--- src/rtl/fetch_pkg.sv ---
// Shared types and constants for the LEGv8 fetch stage and its IF/ID register.
package fetch_pkg;

  typedef enum logic [1:0] {
    REQ  = 2'd0,
    HOLD = 2'd1,
    DROP = 2'd2
  } fetch_state_t;

  // ADD XZR,XZR,XZR: decode sees a harmless instruction in every bubble
  localparam logic [31:0] NOP_INSTR = 32'h8B1F03FF;

  typedef struct packed {
    logic [63:0] pc;
    logic [31:0] instr;
    logic        valid;
  } ifid_t;

  function automatic logic [63:0] word_align(input logic [63:0] addr);
    return addr & ~64'h3;
  endfunction

endpackage

--- src/rtl/ifid_reg.sv ---
// IF/ID pipeline register: loads on enable, flush turns the entry into a bubble
// while keeping the last pc so decode always sees a consistent tuple.
module ifid_reg
  import fetch_pkg::*;
#(
  parameter logic [31:0] NOP = fetch_pkg::NOP_INSTR
) (
  input  logic        clk,
  input  logic        reset,
  input  logic        en,
  input  logic        flush,
  input  logic [63:0] d_pc,
  input  logic [31:0] d_instr,
  input  logic        d_valid,
  output logic [63:0] pc,
  output logic [31:0] instr,
  output logic        valid
);

  ifid_t r;

  always_ff @(posedge clk or negedge reset) begin
    if (!reset) begin
      r <= '{pc: 64'h0, instr: NOP, valid: 1'b0};
    end else if (en) begin
      if (flush) begin
        r.valid <= 1'b0;
        r.instr <= NOP;
      end else begin
        r <= '{pc: d_pc, instr: d_instr, valid: d_valid};
      end
    end
  end

  assign pc    = r.pc;
  assign instr = r.instr;
  assign valid = r.valid;

endmodule

--- src/rtl/fetch_ifid.sv ---
// LEGv8 instruction fetch: PC, req/ack memory handshake with a one-word skid
// buffer for decode stalls, branch redirect/flush, and the IF/ID register.
module fetch_ifid #(
  parameter logic [63:0] RESET_PC  = 64'h0,
  parameter logic [31:0] NOP_INSTR = fetch_pkg::NOP_INSTR
) (
  input  logic        clk,
  input  logic        reset,
  output logic        imem_req,
  output logic [63:0] imem_addr,
  input  logic        imem_ack,
  input  logic [31:0] imem_rdata,
  input  logic        stall_d,
  input  logic        br_taken,
  input  logic [63:0] br_target,
  output logic [63:0] pc_d,
  output logic [31:0] instr_d,
  output logic        valid_d
);

  import fetch_pkg::*;

  fetch_state_t state, state_nxt;
  logic [63:0]  pc, pc_nxt;
  logic [63:0]  drop_addr, drop_addr_nxt;
  logic [31:0]  skid, skid_nxt;
  logic         fetch_en;
  logic         accept;
  logic         ld;
  logic [63:0]  ifid_pc;
  logic [31:0]  ifid_instr;

  // fetch_en delays the first request to the cycle after reset release
  always_ff @(posedge clk or negedge reset) begin
    if (!reset) begin
      state     <= REQ;
      pc        <= RESET_PC;
      drop_addr <= 64'h0;
      skid      <= NOP_INSTR;
      fetch_en  <= 1'b0;
    end else begin
      state     <= state_nxt;
      pc        <= pc_nxt;
      drop_addr <= drop_addr_nxt;
      skid      <= skid_nxt;
      fetch_en  <= 1'b1;
    end
  end

  assign imem_req  = fetch_en && (state != HOLD);
  // a stale request keeps its address while pc already points at the target
  assign imem_addr = (state == DROP) ? drop_addr : pc;
  assign accept    = imem_req && imem_ack;

  always_comb begin
    state_nxt     = state;
    pc_nxt        = pc;
    drop_addr_nxt = drop_addr;
    skid_nxt      = skid;
    ld            = 1'b0;
    ifid_pc       = pc;
    ifid_instr    = imem_rdata;
    if (br_taken) begin
      pc_nxt   = word_align(br_target);
      skid_nxt = NOP_INSTR;
      if (imem_req && !accept) begin
        state_nxt = DROP;
        if (state != DROP) drop_addr_nxt = pc;
      end else begin
        state_nxt = REQ;
      end
    end else begin
      case (state)
        REQ: begin
          if (accept) begin
            pc_nxt = pc + 64'd4;
            if (stall_d) begin
              skid_nxt  = imem_rdata;
              state_nxt = HOLD;
            end else begin
              ld = 1'b1;
            end
          end
        end
        HOLD: begin
          if (!stall_d) begin
            ld         = 1'b1;
            ifid_pc    = pc - 64'd4;
            ifid_instr = skid;
            state_nxt  = REQ;
          end
        end
        DROP: begin
          if (accept) state_nxt = REQ;
        end
        default: state_nxt = REQ;
      endcase
    end
  end

  ifid_reg #(
    .NOP(NOP_INSTR)
  ) u_ifid (
    .clk    (clk),
    .reset  (reset),
    .en     (!stall_d || br_taken),
    .flush  (br_taken || !ld),
    .d_pc   (ifid_pc),
    .d_instr(ifid_instr),
    .d_valid(1'b1),
    .pc     (pc_d),
    .instr  (instr_d),
    .valid  (valid_d)
  );

endmodule

--- config.mk ---
export PLATFORM = sky130hd
export DESIGN_NAME = fetch_ifid
export DESIGN_NICKNAME = d
export VERILOG_FILES = /design/src/rtl/fetch_pkg.sv /design/src/rtl/ifid_reg.sv /design/src/rtl/fetch_ifid.sv
export SDC_FILE = /design/constraint.sdc
export NUM_CORES = 1
export LEC_CHECK = 0
export BUFFER_PORTS_ARGS = -buffer_cell sky130_fd_sc_hd__buf_4
export CAP_MARGIN = 40
export CORE_AREA = 2 2 189 191
export CTS_BUF_LIST = sky130_fd_sc_hd__clkbuf_4
export DETAILED_ROUTE_END_ITERATION = 7
export DIE_AREA = 0 0 191 193
export GPL_TIMING_DRIVEN = 0
export HOLD_SLACK_MARGIN = 0.05
export REMOVE_ABC_BUFFERS = 1
export SETUP_SLACK_MARGIN = 0.4
export SLEW_MARGIN = 20
export SYNTH_ARGS = -nofsm -noshare
export SYNTH_HDL_FRONTEND = slang
export SYNTH_SLANG_ARGS = --single-unit
export TNS_END_PERCENT = 1
--- constraint.sdc ---
create_clock -name clk -period 3 [get_ports clk]
set_input_delay 0.3 -clock clk [delete_from_list [all_inputs] [get_ports clk]]
set_output_delay 0.3 -clock clk [all_outputs]
set_load 0.01 [all_outputs]
; ---- Yosys cells after proc, flatten, opt, wreduce, memory -nomap -nowiden
; Index checks and enable logic that the tools add are counted.
[word_totals]
in_bits = 101
output_inout_bits = 162
word_cells = 59
regBits = 260
[classes]
eq_ne = 8
add_sub_neg = 2
reduce_logical = 15
bitwise = 1
muxes = 25
[op_table]
columns = op, n
row1 = 64-bit two-way mux, 7
row2 = 32-bit two-way mux, 6
row3 = "64-bit by 3-bit adder with 64-bit output, second input constant", 1
row4 = "64-bit by 3-bit subtractor with 64-bit output, second input constant", 1
row5 = 33-bit two-way mux, 1
row6 = 2-bit two-way mux, 6
row7 = "3-bit inequality test, second input constant", 4
row8 = 2-bit one-hot mux with 3 select lines, 1
row9 = 2-bit AND reduction, 2
row10 = 4-bit AND reduction, 1
row11 = 2-bit nonzero test, 2
row12 = 1-bit logical AND, 3
row13 = 1-bit zero test, 3
row14 = 1-bit two-way mux, 3
row15 = 3-bit AND reduction, 1
row16 = "2-bit by 1-bit equality test with 1-bit output, second input constant", 1
row17 = "2-bit equality test, second input constant", 1
row18 = 2-bit zero test, 1
row19 = 1-bit logical OR, 2
row20 = "2-bit by 1-bit inequality test with 1-bit output, second input constant", 1
row21 = "2-bit inequality test, second input constant", 1
row22 = 1-bit one-hot mux with 2 select lines, 1
row23 = 1-bit NOT, 1

; ---- Longest topological paths before layout
[logic_depth]
depth_word = 10
mapped_depth = 9
mapped_depth_nobuf = 7

; ---- By module
; Synthesis repeated with hierarchy kept, for this count alone.
[hier_totals]
hier_cells = 1469
hier_area_um2 = 13699.4
[by_module_without_submodules]
columns = mod, cells_per_inst, area_each_um2, instances, seq_area_each_um2
row1 = fetch_ifid, 1192, 9958.3, 1, 4002.6
row2 = ifid_reg, 277, 3741.1, 1, 2451.1

; ---- Worst setup path before layout
; Ideal clock, no wire load.
[synth_timing]
path_type = register to register
from = register pc[24]
to = register u_ifid.r (netlist bit u_ifid.pc[61])
required_ps = 2918
setup_time_ps = 82
path_buffers = 2
stages_incl_launch_ff = 8
arrival_ps = 2467
synth_period_minus_slack_ps = 2549
slack_ps = 451
path_cell_list = dfrtp_1 -> buf_6 -> or4_4 -> or3_4 -> or4_4 -> buf_6 -> or4_1 -> a31oi_1
[synth_via]
elab_chain_len = 4
[synth_lines]
columns = item, line_no
row1 = "start, declared", fetch_ifid.sv:24  ; logic [63:0] pc, pc_nxt;
row2 = "start signal, assigned", fetch_ifid.sv:43  ; pc <= pc_nxt;
row3 = 64-bit by 3-bit subtractor with 64-bit output, fetch_ifid.sv:88  ; ifid_pc = pc - 64'd4;
row4 = 64-bit two-way mux, fetch_ifid.sv:86  ; if (!stall_d) begin
row5 = 64-bit two-way mux, fetch_ifid.sv:73  ; case (state)
row6 = 64-bit two-way mux, fetch_ifid.sv:63  ; if (br_taken) begin
row7 = "end signal, assigned", ifid_reg.sv:24  ; r <= '{pc: 64'h0, instr: NOP, valid: 1'b0};
row8 = "end signal, assigned", ifid_reg.sv:30  ; r <= '{pc: d_pc, instr: d_instr, valid: d_valid};
row9 = "end, declared", ifid_reg.sv:20  ; ifid_t r;
; No other way between the ends.
; A chain may end at the register's enable or synchronous reset.

; ---- Worst setup path after layout
[layout_timing]
from = register pc[24]
to = register u_ifid.r (netlist bit u_ifid.pc[45])
; Same word-level chain as after synthesis.

==> impl_metrics.py <==
metrics = {
    "synth": {
        "synth_cells": 1492,
        "synth_edf_count": 0,
        "async_flop_share_pct": 100,
        "yosys_warnings": 0,
        "synthMuxAreaShare_pct": 9.54,
        "ys_seq_elements": 254,
        "synth_ff_type": "dfrtp_1",
        "synth-compound-area-share_pct": 9.85,
        "synth-xor-area-share_pct": 4.79,
        "synthAdderAreaFrac_pct": 0.182,
        "ys_seq_area_share_pct": 46.7,
        "ys_types": 60,
        "synth_simple_gate_area_share_pct": 24.1,
        "synth_top_family_by_area": "simple AND/OR/NAND/NOR gates",
        "synth.avg_cell_area_um2": 9.20,
        "netlist_area_mm2": 0.0137,
    },
    "final_layout": {
        "nFillCells": 3238,
        "nNetsFinal": 1981,
        "drive_gt1_share_pct": 34.7,
        "regArea_mm2": 0.00644,
        "area_growth_pct": 36.4,
        "final_cells": 2385,
        "multi_input_area_mm2": 0.00690,
    },
    "route": {
        "drc_errors": 0,
        "drt_wl_total_um": 45700,
        "postRouteAntennaNets": 0,
        "wl_per_cell_um": 19.1,
        "drt-initial-drc-count": 932,
        "dr.pass1.iters": 7,
        "viasPerCell": 5.39,
        "routed-via-count": 12900,
    },
    "global_route": {
        "overflow": 0,
        "grt.total_usage_pct": 24.6,
        "grt_max_degree": 89,
        "grt_pass1_wl_um": 70200,
        "antenna_found_initial": 2,
        "grt_pass1_vias": 12300,
    },
    "timing": {
        "fmaxAchievable_ghz": 0.372,
        "setup_viol": 0,
        "skew_ns": 0.0663,
        "slew_headroom_pct": 42.7,
        "post-route-period-util_pct": 89.5,
        "slew_viol_final": 0,
        "tightest_slew_ns": 0.852,
        "min_period_ns": 2.69,
        "rsz0062_at_grt": "yes",
        "worst_slack_ns": 0.315,
        "hold_viol": 0,
    },
    "power_and_ir_drop": {
        "p_per_area_mw_per_mm2": 537,
        "vdd_drop_max_mv": 0.321,
        "power.leakage_nw": 7.75,
    },
    "clocking": {
        "clock-sinks": 254,
        "insertion_delay_ns": 0.70,
        "h-tree-depth": 3,
        "cts_buffer_depth": 3,
        "ctsRootBufferMaster": "clkbuf_4",
        "cts_tree": "yes",
        "cts_buffers": 72,
        "clk_pin_slew_ns": 0.07,
    },
    "place": {
        "gp_congestion": 0.850,
        "portBuffers": 256,
        "dp_hpwl_um": 30200,
        "preCtsSetupSlack_ns": -0.367,
        "dpl.cell_count": 2096,
    },
    "setup_path": {
        "cp_num_buf_inv": 1,
        "crit_family": "simple AND/OR/NAND/NOR gates",
        "crit_slowest_cell": "or4_4",
        "crit_top_cell": "or4_4",
        "r2r_slack_ns": 0.31,
        "cp_cell_sequence": "or4_4 > or3_4 > buf_4 > or4_4 > or3_1 > a31oi_1",
        "startpoint_type": "flip-flop",
        "crit_fanout": 7,
        "crit_type": "reg2reg",
        "timing.rr.start": "pc[24]",
        "end_kind": "flip-flop",
        "max_stage_delay_ns": 0.55,
        "rr_worst_depth": 6,
        "r2r-end": "u_ifid.pc[45]",
        "worstPathArrival_ns": 3.25,
        "cp.required_ns": 3.56,
    },
    "run_status": {
        "status": "complete, no violations",
    },
    "floorplan": {
        "coreArea_mm2": 0.0350,
        "die_h_um": 193,
        "die-width_um": 191,
        "die_area_mm2": 0.0369,
        "start_util_pct": 39.3,
        "num_rows": 69,
        "ios": 263,
    },
    "min_path": {
        "hold_class": "in2async",
    },
    "run": {
        "cap_violations": 0,
    },
}
-- synth_stat cells, drive strengths merged (16+ instances only) --
library cell,n,area (um^2)
mux2,102,1150
o31ai,22,165
or4,41,319
nand3,55,275
or3,20,130
nor4,49,349
xnor2,53,464
clkbuf,108,405
nand2,270,1010
dfrtp,216,5410
a21oi,16,80.1
nor2,76,285
or2,17,106
nand4,37,238
xor2,22,193
mux2i,16,160
nor3,29,145
a31oi,56,350
o21ai,122,611
buf,38,213
dfstp,38,998
-- worst register-to-register path: cells and delay by family (launching register included) --
kind | cells | cell delay (ns)
buffers and inverters | 1 | 0.17
AND/OR/NAND/NOR | 4 | 1.79
AO/OA/AOI/OAI | 1 | 0.16
flip-flops | 1 | 0.43
-- worst max-delay path by stage --
stage	from	endpoint	slack (ns)	depth (start not counted)
global route	state[1]	imem_addr[37]	0.26	5
finish	pc[24]	u_ifid.pc[45]	0.31	6
floorplan	state[1]	u_ifid.pc[44]	-3.23	4
global placement	br_taken	u_ifid.pc[44]	-7.69	5
detailed placement	pc[2]	u_ifid.pc[58]	-0.37	7
CTS	pc[24]	u_ifid.pc[57]	0.28	5
-- cell families after synthesis --
kind of cell             Yosys count
AO/OA/AOI/OAI                    234
XOR/XNOR                          75
adder cells (fa/ha/maj)            2
buffers and inverters            159
flip-flops                       254
multiplexers                     118
other                              2
AND/OR/NAND/NOR                  648
-- where the power goes --
part           switching (mW)  total, mW  internal, mW
Combinational            1.11       2.36          1.25
Clock                    1.49       3.18          1.69
Sequential              0.502       4.50          4.00
Total                    3.10       10.0          6.94
-- placed cells by master, fill, tap and decap left out, drive strengths merged, types with 7 or more instances in the layout --
master	count
o41ai	7
nor2b	7
or2	17
buf	329
xnor2	53
nand4	37
mux2	102
nand3	55
a21oi	16
dlygate4sd3	122
nor4	49
nor2	76
a31oi	56
o21ai	122
and4	9
or3	20
xor2	22
dfstp	38
inv	15
nor3	29
nand2	270
mux2i	16
dfrtp	216
clkbuf	108
or4	42
o31ai	22
and2	9
clkinv	7
-- state kept, by name, indices dropped and copies added (netlist names) --
register      flops
drop_addr        62
pc               62
u_ifid.pc        62
skid             32
u_ifid.instr     32
state             2
fetch_en          1
u_ifid.valid      1
-- what timing repair did --
| action | CTS | global route |
|---|---|---|
| pin swaps | 12 | 8 |
| hold endpoints to repair | 209 | 0 |
| gates cloned | 2 | 1 |
| setup endpoints to repair | 142 | 79 |
| gates resized for setup | 38 | 19 |
| buffers inserted | 27 | 17 |
| hold buffers | 122 | 0 |
-- metal layers --
layer | up-vias | global-route usage (%) | wire length [um]
met2 | 488 | 39.0 | 21200
met1 | 6185 | 33.8 | 20100
met3 | 105 | 4.20 | 2950
met4 | 0 | 8.94 | 1410
li1 | 6080 | - | -
met5 | - | 0 | 0
-- area by class of cell --
type	instances	area share, %
well taps	461	3.08
inverters	13	0.261
clock inverters	10	0.348
diodes	3	0.0401
repair buffers	453	20.7
flip-flops and latches	254	34.4
multi-input cells	1084	36.8
clock buffers	107	4.29
-- stage by stage --
stage               setup TNS (ns)  total power [mW]  utilization (%)  area, um^2  hold WS [ns]
global placement          -1265.22              6.61             44.7       15600         0.455
global route                     0              10.6             53.5       18700         0.236
floorplan                  -398.96              5.47                -       13100       0.00441
detailed placement           -2.62              6.69             45.9       16000         0.370
CTS                              0              10.1             52.9       18500         0.186
finish                           0              10.0             53.5       18700         0.233
No activity file was read; power rests on OpenSTA's default activity.
